`config.mk`:
```
export PLATFORM = sky130hd
export DESIGN_NAME = alu_seq16
export DESIGN_NICKNAME = d
export VERILOG_FILES = /design/src/rtl/alu_seq16.sv
export SDC_FILE = /design/constraint.sdc
export NUM_CORES = 1
export LEC_CHECK = 0
export ABC_CLOCK_PERIOD_IN_PS = 3100
export BUFFER_PORTS_ARGS = -buffer_cell sky130_fd_sc_hd__buf_4
export CAP_MARGIN = 20
export CORE_MARGIN = 4
export CORE_UTILIZATION = 43
export CTS_CLUSTER_SIZE = 14
export DETAILED_ROUTE_END_ITERATION = 10
export PLACE_DENSITY = 0.69
export SKIP_LAST_GASP = 1
export SYNTH_ARGS = -nofsm -noshare
export SYNTH_HDL_FRONTEND = slang
export SYNTH_SLANG_ARGS = --single-unit
```
`constraint.sdc`:
```
create_clock -name clk -period 3.1 [get_ports clk]
set_input_delay 0.155 -clock clk [delete_from_list [all_inputs] [get_ports clk]]
set_output_delay 0.155 -clock clk [all_outputs]
set_load 0.05 [all_outputs]
```
`src/rtl/alu_seq16.sv`:
```
// 16-bit add/subtract sequenced over an external 8-bit ALU: low byte, high byte,
// then an optional carry/borrow fix-up pass on the high byte.
module alu_seq16 #(
  parameter logic [4:0] OP_ADD = 5'b01000,
  parameter logic [4:0] OP_SUB = 5'b01001,
  parameter logic [4:0] OP_NOP = 5'b00000
) (
  input  logic        clk,
  input  logic        rst,
  input  logic        req_valid,
  output logic        req_ready,
  input  logic        req_op,
  input  logic [15:0] req_a,
  input  logic [15:0] req_b,
  output logic [7:0]  alu_operand1,
  output logic [7:0]  alu_operand2,
  output logic [4:0]  alu_opcode,
  input  logic [7:0]  alu_result,
  output logic        rsp_valid,
  input  logic        rsp_ready,
  output logic [15:0] rsp_result,
  output logic        rsp_zero,
  output logic        rsp_carry,
  output logic        busy
);

  typedef enum logic [2:0] {IDLE, LO, HI, FIX, DONE} state_t;

  state_t      state_q, state_d;
  logic [15:0] a_q, a_d;
  logic [15:0] b_q, b_d;
  logic        op_q, op_d;
  logic [7:0]  lo_q, lo_d;
  logic [7:0]  hi_q, hi_d;
  logic        c0_q, c0_d;
  logic        c1_q, c1_d;
  logic        zero_q, zero_d;
  logic        carry_q, carry_d;
  logic [4:0]  passOpcode;
  logic        passCarry;

  // Carry/borrow comes from unsigned compares on the bytes we drive, not from ALU flags.
  assign passOpcode = op_q ? OP_SUB : OP_ADD;
  assign passCarry  = op_q ? (alu_operand1 < alu_operand2) : (alu_result < alu_operand1);

  always_comb begin
    alu_operand1 = 8'h00;
    alu_operand2 = 8'h00;
    alu_opcode   = OP_NOP;
    case (state_q)
      LO: begin
        alu_operand1 = a_q[7:0];
        alu_operand2 = b_q[7:0];
        alu_opcode   = passOpcode;
      end
      HI: begin
        alu_operand1 = a_q[15:8];
        alu_operand2 = b_q[15:8];
        alu_opcode   = passOpcode;
      end
      FIX: begin
        alu_operand1 = hi_q;
        alu_operand2 = 8'h01;
        alu_opcode   = passOpcode;
      end
      default: ;
    endcase
  end

  always_comb begin
    state_d = state_q;
    a_d     = a_q;
    b_d     = b_q;
    op_d    = op_q;
    lo_d    = lo_q;
    hi_d    = hi_q;
    c0_d    = c0_q;
    c1_d    = c1_q;
    zero_d  = zero_q;
    carry_d = carry_q;
    case (state_q)
      IDLE: begin
        if (req_valid) begin
          a_d     = req_a;
          b_d     = req_b;
          op_d    = req_op;
          state_d = LO;
        end
      end
      LO: begin
        lo_d    = alu_result;
        c0_d    = passCarry;
        state_d = HI;
      end
      HI: begin
        hi_d = alu_result;
        c1_d = passCarry;
        if (c0_q) begin
          state_d = FIX;
        end else begin
          zero_d  = ({alu_result, lo_q} == 16'h0000);
          carry_d = passCarry;
          state_d = DONE;
        end
      end
      FIX: begin
        hi_d    = alu_result;
        zero_d  = ({alu_result, lo_q} == 16'h0000);
        carry_d = c1_q | passCarry;
        state_d = DONE;
      end
      DONE: begin
        if (rsp_ready) begin
          state_d = IDLE;
        end
      end
      default: state_d = IDLE;
    endcase
  end

  always_ff @(posedge clk) begin
    if (rst) begin
      state_q <= IDLE;
      a_q     <= 16'h0000;
      b_q     <= 16'h0000;
      op_q    <= 1'b0;
      lo_q    <= 8'h00;
      hi_q    <= 8'h00;
      c0_q    <= 1'b0;
      c1_q    <= 1'b0;
      zero_q  <= 1'b0;
      carry_q <= 1'b0;
    end else begin
      state_q <= state_d;
      a_q     <= a_d;
      b_q     <= b_d;
      op_q    <= op_d;
      lo_q    <= lo_d;
      hi_q    <= hi_d;
      c0_q    <= c0_d;
      c1_q    <= c1_d;
      zero_q  <= zero_d;
      carry_q <= carry_d;
    end
  end

  assign req_ready  = (state_q == IDLE);
  assign busy       = (state_q != IDLE);
  assign rsp_valid  = (state_q == DONE);
  assign rsp_result = {hi_q, lo_q};
  assign rsp_zero   = zero_q;
  assign rsp_carry  = carry_q;

endmodule

```
==> flow_summary.yaml, run 1 <==
global_route:
  grt_pass1_wl_um: 12540
  antenna_found_initial: 0
  grt_max_degree: 57
  grt_pass1_vias: 2560
  grt.overflow.total: 0
  grtUsageTotal_pct: 18.93
setup_path:
  cp_cell_sequence: "buf_4 > mux2_2 > nand2_1 > a21o_1 > inv_1 > ha_1 > a22o_1 > nor4_1 > o21ai_0 > a2bb2oi_2 > a221oi_2"
  critPathSlowestCell: "dfxtp_1"
  cp_max_fo: 7
  crit_path_start_kind: "register"
  worstPathRequired_ns: 3.33
  path_class: "register to register"
  slowest_delay_ns: 0.48
  reg2reg_depth: 11
  end_kind: "register"
  regToRegEndpoint: "rsp_carry"
  arrival_ns: 2.95
  reg2reg_from: "state_q[1]"
  rrSetupSlack_ns: 0.38
timing:
  finalHoldViolCount: 0
  setup_viol: 0
  worstMarginPinSlew_ns: 0.5722
  setup_tns_ns: 0
  finalClockSkew_ns: 0.01583
  final_max_slew_viol_count: 0
  rsz0062_at_grt: "no"
  clock.fmax_mhz: 367.3
  period_share_pct: 87.82
  min_period_ns: 2.723
  max_slew_margin_pct: 61.85
layout:
  final_common_cell: "nand2_1"
  drive_above_1_share_pct: 26.13
  n_antenna_cell: 0
  final_cells: 521
  area_delta_synth_final_pct: 25.72
  finish.net_count: 502
  final_cell_mix: "nand2_1 (113), buf_4 (92), dfxtp_1 (56), a21oi_1 (50), inv_1 (19)"
pwr:
  switching_share_pct: 33.06
  leakage_nw: 1.655
  intPower_mw: 1.084
  p_sw_mw: 0.5353
  vdd_drop_max_uv: 190.0
  comb_power_share_pct: 24.5
  pwr_density_cell_nw_per_um2: 445.1
  clock_power_share_pct: 26.3
  share_seq_of_total_power_pct: 49.2
synth:
  syn-cell-area_um2: 2894
  synth_top_area_share_pct: 38.74
  seq_area_frac_synth_pct: 38.74
  syn_inst: 369
  synthTopCellsByArea: "dfxtp_1 (39%), nand2_1 (15%), a21oi_1 (8.6%)"
  syn-mean-instance-area_um2: 7.843
  synth.largest_area_cell: "dfxtp_1"
  synth-seq-cells: 56
  yosys_warnings: 0
  ys_types: 39
clock_network:
  cts_buffers: 5
  post_cts_buffers: 0
  cts_buffer_depth: 2
  ctsHoldBuffers: 0
  cts_root_buf: "clkbuf_8"
  insertion_delay_ns: 0.32
  cts_resized: 0
  clkTransAtPathRegs_ns: 0.11
  htreeDepth: 2
  clock_sinks: 56
  cts_tree: "done"
route:
  via_per_inst: 5.138
  drc: 0
  wirelength_um: 7661
  drt.antenna.violating_nets: 0
  detailroute.via_count: 2677
  dr.pass1.iters: 5
  drt_first_iter_violations: 94
  wl_per_cell_um: 14.70
hold_path:
  min_path_type: "input port to register"
  hold_start: "req_a[3]"
  hold_path_depth: 3
  holdPathEnd: "a_q[3]"
floorplanning:
  initial_core_util_pct: 44.81
  ios: 87
  die_y_um: 90.04
  placementRows: 29
  die_area_um2: 8107
  core_um2: 6459
  fp.dieW_um: 90.04
placed_design:
  gp_congestion: 0.8911
  portBuffers: 83
  place_inst: 512
  dpl.hpwl_um: 5869
outcome:
  status: "finished, final reports clean"
job:
  drv_cap: 0
## how the worst max path moves through the flow
stage / end / startpoint / slack [ns]
6_report: rsp_carry / state_q[1] / 0.38
5_1_grt: rsp_carry / state_q[1] / 0.20
4_1_cts: rsp_carry / state_q[1] / 0.37
3_5_place_dp: rsp_carry / state_q[1] / 0.41
3_3_place_gp: rsp_carry / state_q[1] / 0.54
2_1_floorplan: rsp_carry / state_q[1] / 0.41
## cell usage after synthesis
master,number
a21oi_1,50
buf_2,6
and2_1,3
nand2_1,113
a211oi_1,2
buf_4,9
a221oi_2,1
a21boi_2,1
o21bai_1,2
o221ai_1,1
a22oi_4,1
nor3_1,2
buf_1,1
ha_1,14
mux2_2,7
nand4_1,2
nor2b_4,1
inv_1,19
dfxtp_1,56
nor2b_1,2
conb_1,1
a2bb2oi_2,1
mux2_4,1
buf_6,2
a22oi_1,1
o21ai_0,3
mux2i_1,9
nor2_1,17
nor4_1,6
nor3_4,1
a22o_1,1
a31oi_1,2
o21a_1,1
o211ai_1,2
a21o_1,13
o311ai_4,1
and2b_1,1
clkbuf_1,10
nand2b_1,3
## final cells by class
| cell class | instances | area (um2) |
|---|---|---|
| fillers | 656 | 2820 |
| repair buffers | 93 | 705.7 |
| well taps | 77 | 96.34 |
| flip-flops and latches | 56 | 1121 |
| clock inverters | 3 | 27.53 |
| multi-input cells | 268 | 1548 |
| inverters | 19 | 71.32 |
| clock buffers | 5 | 68.82 |
## metrics by stage
step / setup slack [ns] / hold WS [ns] / utilization [%] / instance area, um2 / total power [mW]
2_1_floorplan: 0.4086 / 0.2910 / - / 2902 / 1.083
3_5_place_dp: 0.4103 / 0.4131 / 54.61 / 3527 / 1.208
4_1_cts: 0.3736 / 0.06388 / 56.10 / 3623 / 1.623
6_report: 0.3775 / 0.06456 / 56.33 / 3638 / 1.619
3_3_place_gp: 0.5445 / 0.4026 / 54.61 / 3527 / 1.202
5_1_grt: 0.1981 / 0.06480 / 56.33 / 3638 / 1.698
## power groups by stage
stage	Combinational, mW	Sequential (mW)	Clock, mW
6_report	0.396	0.797	0.426
5_1_grt	0.433	0.804	0.461
4_1_cts	0.395	0.798	0.430
3_5_place_dp	0.394	0.814	0
3_3_place_gp	0.388	0.814	0
2_1_floorplan	0.246	0.837	0
## cell families after synthesis
logic type | count (synthesis) | share of synthesized area (%)
muxes | 17 | 6.356
DFF | 56 | 38.74
adders and majority gates | 14 | 6.053
other | 1 | 0.1296
buffers and inverters | 47 | 8.041
and+or+nand+nor | 151 | 21.96
AOI/OAI and AO/OA | 83 | 18.72
## worst max-delay path, delay by kind of cell, from the launching register on
family / cells / cell delay [ns]
buffers and inverters: 2 / 0.28
AO/OA/AOI/OAI: 5 / 0.96
flip-flops: 1 / 0.48
adder cells (fa/ha/maj): 1 / 0.33
AND/OR/NAND/NOR: 2 / 0.25
multiplexers: 1 / 0.34
## per-layer routing
layer	share of wire, %	GRT usage [%]	vias up
met5	0	0	-
met2	47	31.61	76
met1	45	24.66	1230
met3	6.3	4.508	7
li1	-	-	1364
met4	1.1	4.592	0
## flip-flops by register name (all words and copies together) (netlist names)
name and cells:
op_q 1, hi_q 8, b_q 16, state_q 3, c0_q 1, c1_q 1, a_q 16, lo_q 8
rsp_zero 1, rsp_carry 1
(Power assumes the default switching activity.)
==> inputs of run 2 (changes only) <==
Settings changed: ABC_CLOCK_PERIOD_IN_PS 3100 to 2550.
Clock period 3.1 ns to 2.55 ns, I/O delays scaled along.
==> run 2 against run 1 <==
Non-clock buffer count increased by 3. Worst hold slack got worse by 0.025 ns. Die area stayed put. Global-route usage grew 0.77 points. Design area grew 2.8%. Flip-flop and latch count did not move. Largest cell class unchanged. Power up 28%.
==> flow_summary.yaml, run 2 (synthesis gave the netlist of run 1 again) <==
timing:
  period_share_pct: 95.90
  setup_viol: 0
  hold_ws_ns: 0.03995
  setup_ws_ns: 0.1045
  clock.fmax_mhz: 408.9
  rsz0062_at_grt: "no"
  finalClockSkew_ns: 0.009570
  finalHoldViolCount: 0
  min_period_ns: 2.446
  final_max_slew_viol_count: 0
  worstMarginPinSlew_ns: 0.5859
  max_slew_margin_pct: 60.88
route:
  dr.pass1.iters: 4
  detailroute.via_count: 2703
  wl_per_cell_um: 15.11
  drt_first_iter_violations: 151
  via_per_inst: 5.158
  drc: 0
  drt.antenna.violating_nets: 0
  wirelength_um: 7917
layout:
  drive_above_1_share_pct: 28.19
  final_cell_mix: "nand2_1 (113), buf_4 (93), dfxtp_1 (54), a21oi_1 (49), inv_1 (18)"
  final_cells: 524
  largestRegisters: "a_q: 16 flops, b_q: 16 flops"
  final_common_cell: "nand2_1"
  finish.net_count: 505
  area_delta_synth_final_pct: 29.23
  nFillCells: 642
  n_antenna_cell: 0
hold_path:
  hold_start: "req_a[7]"
  min_path_type: "input port to register"
  holdPathEnd: "a_q[7]"
  hold_path_depth: 3
clock_network:
  cts_tree: "done"
  htreeDepth: 2
  clkTransAtPathRegs_ns: 0.11
  cts_buffers: 5
  cts_root_buf: "clkbuf_8"
  cts_buffer_depth: 2
  insertion_delay_ns: 0.32
  clock_sinks: 56
setup_path:
  cp_cell_sequence: "buf_4 > mux2_2 > nand2_1 > a21o_1 > inv_1 > ha_1 > a21oi_1 > o211ai_1 > a21oi_2 > a211oi_1 > a221oi_2"
  critPathSlowestCell: "dfxtp_2"
  path_class: "register to register"
  worstPathRequired_ns: 2.79
  reg2reg_depth: 11
  regToRegEndpoint: "rsp_carry"
  cp_max_fo: 9
  reg2reg_from: "state_q[1]"
  cp_num_buf_inv: 2
  crit_path_start_kind: "register"
  end_kind: "register"
  rrSetupSlack_ns: 0.10
  slowest_delay_ns: 0.36
  critical_path.top_delay_family: "compound AO/OA/AOI/OAI gates"
  arrival_ns: 2.68
placed_design:
  portBuffers: 83
  post-place-ws_ns: 0.1070
  dpl.hpwl_um: 6056
  gp_congestion: 0.8904
  place_inst: 515
floorplanning:
  initial_core_util_pct: 44.81
  die_y_um: 90.04
  placementRows: 29
  die_area_um2: 8107
  core_um2: 6459
  ios: 87
  fp.dieW_um: 90.04
global_route:
  antenna_found_initial: 0
  grt_pass1_wl_um: 13070
  grtUsageTotal_pct: 19.70
  grt_pass1_vias: 2698
  grt_max_degree: 57
  grt.overflow.total: 0
pwr:
  pwr_density_cell_nw_per_um2: 556.2
  vdd_drop_max_uv: 268.5
  leakage_nw: 1.682
job:
  drv_cap: 0
outcome:
  status: "finished, final reports clean"
[run 2: worst max path at each step]
stage	start	endpoint	slack (ns)	depth (start not counted)
floorplan	state_q[1]	rsp_carry	-0.04	13
global placement	state_q[1]	rsp_carry	0.20	11
detailed placement	state_q[1]	rsp_carry	0.11	11
CTS	state_q[1]	rsp_carry	0.08	11
global route	state_q[1]	rsp_carry	0.003	11
finish	state_q[1]	rsp_carry	0.10	11
[run 2: through the flow]
step	total power [mW]	area (um2)	util [%]	setup TNS, ns
after floorplan	1.321	2932	-	-0.04424
final	2.080	3740	57.90	0
after CTS	2.088	3714	57.50	0
after global routing	2.181	3740	57.90	0
after global placement	1.478	3598	55.71	0
after detailed placement	1.485	3598	55.71	0
[run 2: metal layers]
metal	global-route usage (%)	up-vias	wire [um]
li1	-	1367	-
met1	25.15	1235	3427
met2	32.23	90	3779
met3	5.259	11	551
met4	6.505	0	158
met5	0	-	0
[run 2: cell type report]
class                           instances  area, um2  area share, %
Clock buffer                            5      68.82          1.840
Timing Repair Buffer                   96      753.2          20.14
Tap cell                               77      96.34          2.576
Clock inverter                          3      46.29          1.238
Multi-Input combinational cell        268       1577          42.15
Inverter                               19      75.07          2.007
Sequential cell                        56       1124          30.04
[run 2: worst min-delay path: cells and delay by family]
kind / cells / cell delay (ns)
buf+inv: 1 / 0.11
compound gates: 1 / 0.05
simple gates: 1 / 0.04
[run 2: what timing repair did]
| item | 4_1_cts | 5_1_grt |
|---|---|---|
| hold buffers | 0 | 0 |
| endpoints found under the setup margin | 0 | 3 |
| buffers inserted | 0 | 0 |
| gates resized for setup | 0 | 3 |
[run 2: where the power goes]
group | leakage [nW] | internal (mW) | switching [mW]
clock network | 0.0548 | 0.297 | 0.313
logic | 1.17 | 0.198 | 0.305
registers | 0.459 | 0.929 | 0.0388
total | 1.68 | 1.42 | 0.656
==> inputs of run 3 (changes only) <==
Settings changed: ABC_AREA set to 0, PLACE_DENSITY 0.69 to 0.72, SLEW_MARGIN set to 20.
==> run 3 against run 2 <==
Combinational power is essentially flat. Worst hold slack gained 0.011 ns. Sequential share of layout area rose by 0.15 points. Largest cell class unchanged. Largest power group unchanged. Highest routed layer unchanged.
==> flow_summary.yaml, run 3 (synthesis gave the netlist of run 1 again) <==
setup_path:
  regToRegEndpoint: "rsp_carry"
  rrSetupSlack_ns: 0.11
  worstPathRequired_ns: 2.77
  slowest_delay_ns: 0.47
  startpoint: "state_q[0]"
  end_kind: "register"
  cp_max_fo: 8
  arrival_ns: 2.66
  reg2reg_depth: 10
  path_class: "register to register"
  crit_path_start_kind: "register"
  reg2reg_from: "state_q[0]"
  cp_cell_sequence: "nor2b_1 > buf_4 > nand2_1 > a21o_1 > ha_1 > a22o_1 > nor4_2 > o21ai_1 > a2bb2oi_2 > a221oi_2"
  critPathSlowestCell: "dfxtp_1"
layout:
  finish.net_count: 506
  nFillCells: 622
  area_delta_synth_final_pct: 28.58
  utilization_pct: 57.61
  largestRegisters: "a_q: 16 flops, b_q: 16 flops"
  final_cell_mix: "nand2_1 (113), buf_4 (95), dfxtp_1 (54), a21oi_1 (48), inv_1 (18)"
  n_antenna_cell: 0
  final_common_cell: "nand2_1"
  multi_input_area_um2: 1585
  regArea_um2: 1124
  drive_above_1_share_pct: 28.64
floorplanning:
  die_area_um2: 8107
  die_y_um: 90.04
  initial_core_util_pct: 44.81
  fp.dieW_um: 90.04
  ios: 87
  core_um2: 6459
  placementRows: 29
job:
  drv_cap: 0
route:
  drt_first_iter_violations: 92
  via_per_inst: 5.260
  wl_per_cell_um: 15.24
  drc: 0
  detailroute.via_count: 2756
  wirelength_um: 7986
  dr.pass1.iters: 4
  drt.antenna.violating_nets: 0
clock_network:
  htreeDepth: 2
  cts_root_buf: "clkbuf_8"
  cts_buffer_depth: 2
  insertion_delay_ns: 0.31
  cts_tree: "done"
  ctsHoldBuffers: 0
  cts_buffers: 5
  post_cts_buffers: 0
  clock_sinks: 56
  clkTransAtPathRegs_ns: 0.10
  cts_resized: 0
global_route:
  antenna_found_initial: 0
  grt_pass1_vias: 2581
  grt_pass1_wl_um: 12780
  busiest_layer: "met2"
  grt_use_met2_pct: 31.99
  grtUsageTotal_pct: 19.18
  grtUsageMet1_pct: 24.01
  grt.overflow.total: 0
  grt_use_met3_pct: 5.509
  grt_max_degree: 57
placed_design:
  portBuffers: 83
  dpl.hpwl_um: 6044
  gp_congestion: 0.9320
timing:
  min_period_ns: 2.439
  hold_ws_ns: 0.05096
  period_share_pct: 95.67
  worstMarginPinSlew_ns: 0.6436
  clock.fmax_mhz: 409.9
  final_max_slew_viol_count: 0
  finalHoldViolCount: 0
  finalClockSkew_ns: 0.005228
  max_slew_margin_pct: 57.04
  setup_viol: 0
pwr:
  leakage_nw: 1.680
  pwr_density_cell_nw_per_um2: 536.3
  power_mw: 1.995
  vdd_drop_max_uv: 322.2
hold_path:
  hold_path_depth: 3
  hold_start: "req_a[9]"
  min_path_type: "input port to register"
  holdPathEnd: "a_q[9]"
outcome:
  status: "finished, final reports clean"
run 3: worst max-delay path by stage:
stage | depth (start not counted) | end | slack, ns
after CTS | 11 | rsp_carry | 0.1
after global routing | 10 | rsp_carry | -0.04
after detailed placement | 11 | rsp_carry | 0.13
after floorplan | 13 | rsp_carry | -0.04
final | 10 | rsp_carry | 0.11
after global placement | 11 | rsp_carry | 0.21
run 3: area by class of cell:
type / instances / area share, %
Tap cell: 77 / 2.589
Multi-Input combinational cell: 268 / 42.60
Inverter: 19 / 2.017
Sequential cell: 56 / 30.20
Timing Repair Buffer: 97 / 20.01
Clock buffer: 7 / 2.589
run 3: power breakdown:
| part | internal [mW] | leakage (nW) | switching (mW) |
|---|---|---|---|
| sequential | 0.929 | 0.459 | 0.0399 |
| clock | 0.243 | 0.0503 | 0.279 |
| combinational | 0.197 | 1.17 | 0.308 |
| total | 1.37 | 1.68 | 0.627 |
run 3: per-layer routing:
metal / wire (um) / part of all wire [%]
met5: 0 / 0
met4: 144 / 1.8
met3: 625 / 7.8
met2: 3827 / 48
met1: 3388 / 42
run 3: stage by stage:
step	worst slack, ns	cell area, um2	cells	TNS, ns
after detailed placement	0.1328	3601	517	0
after floorplan	-0.04424	2932	371	-0.04424
after global placement	0.2071	3601	517	0
final	0.1105	3721	524	0
after global routing	-0.04483	3721	524	-0.04483
after CTS	0.09856	3697	524	0
run 3: worst max-delay path: cells and delay by family (launching register included):
kind	cells	cell delay [ns]
compound gates	5	0.96
fa+ha+maj	1	0.30
simple gates	3	0.42
buf+inv	1	0.19
flops	1	0.47
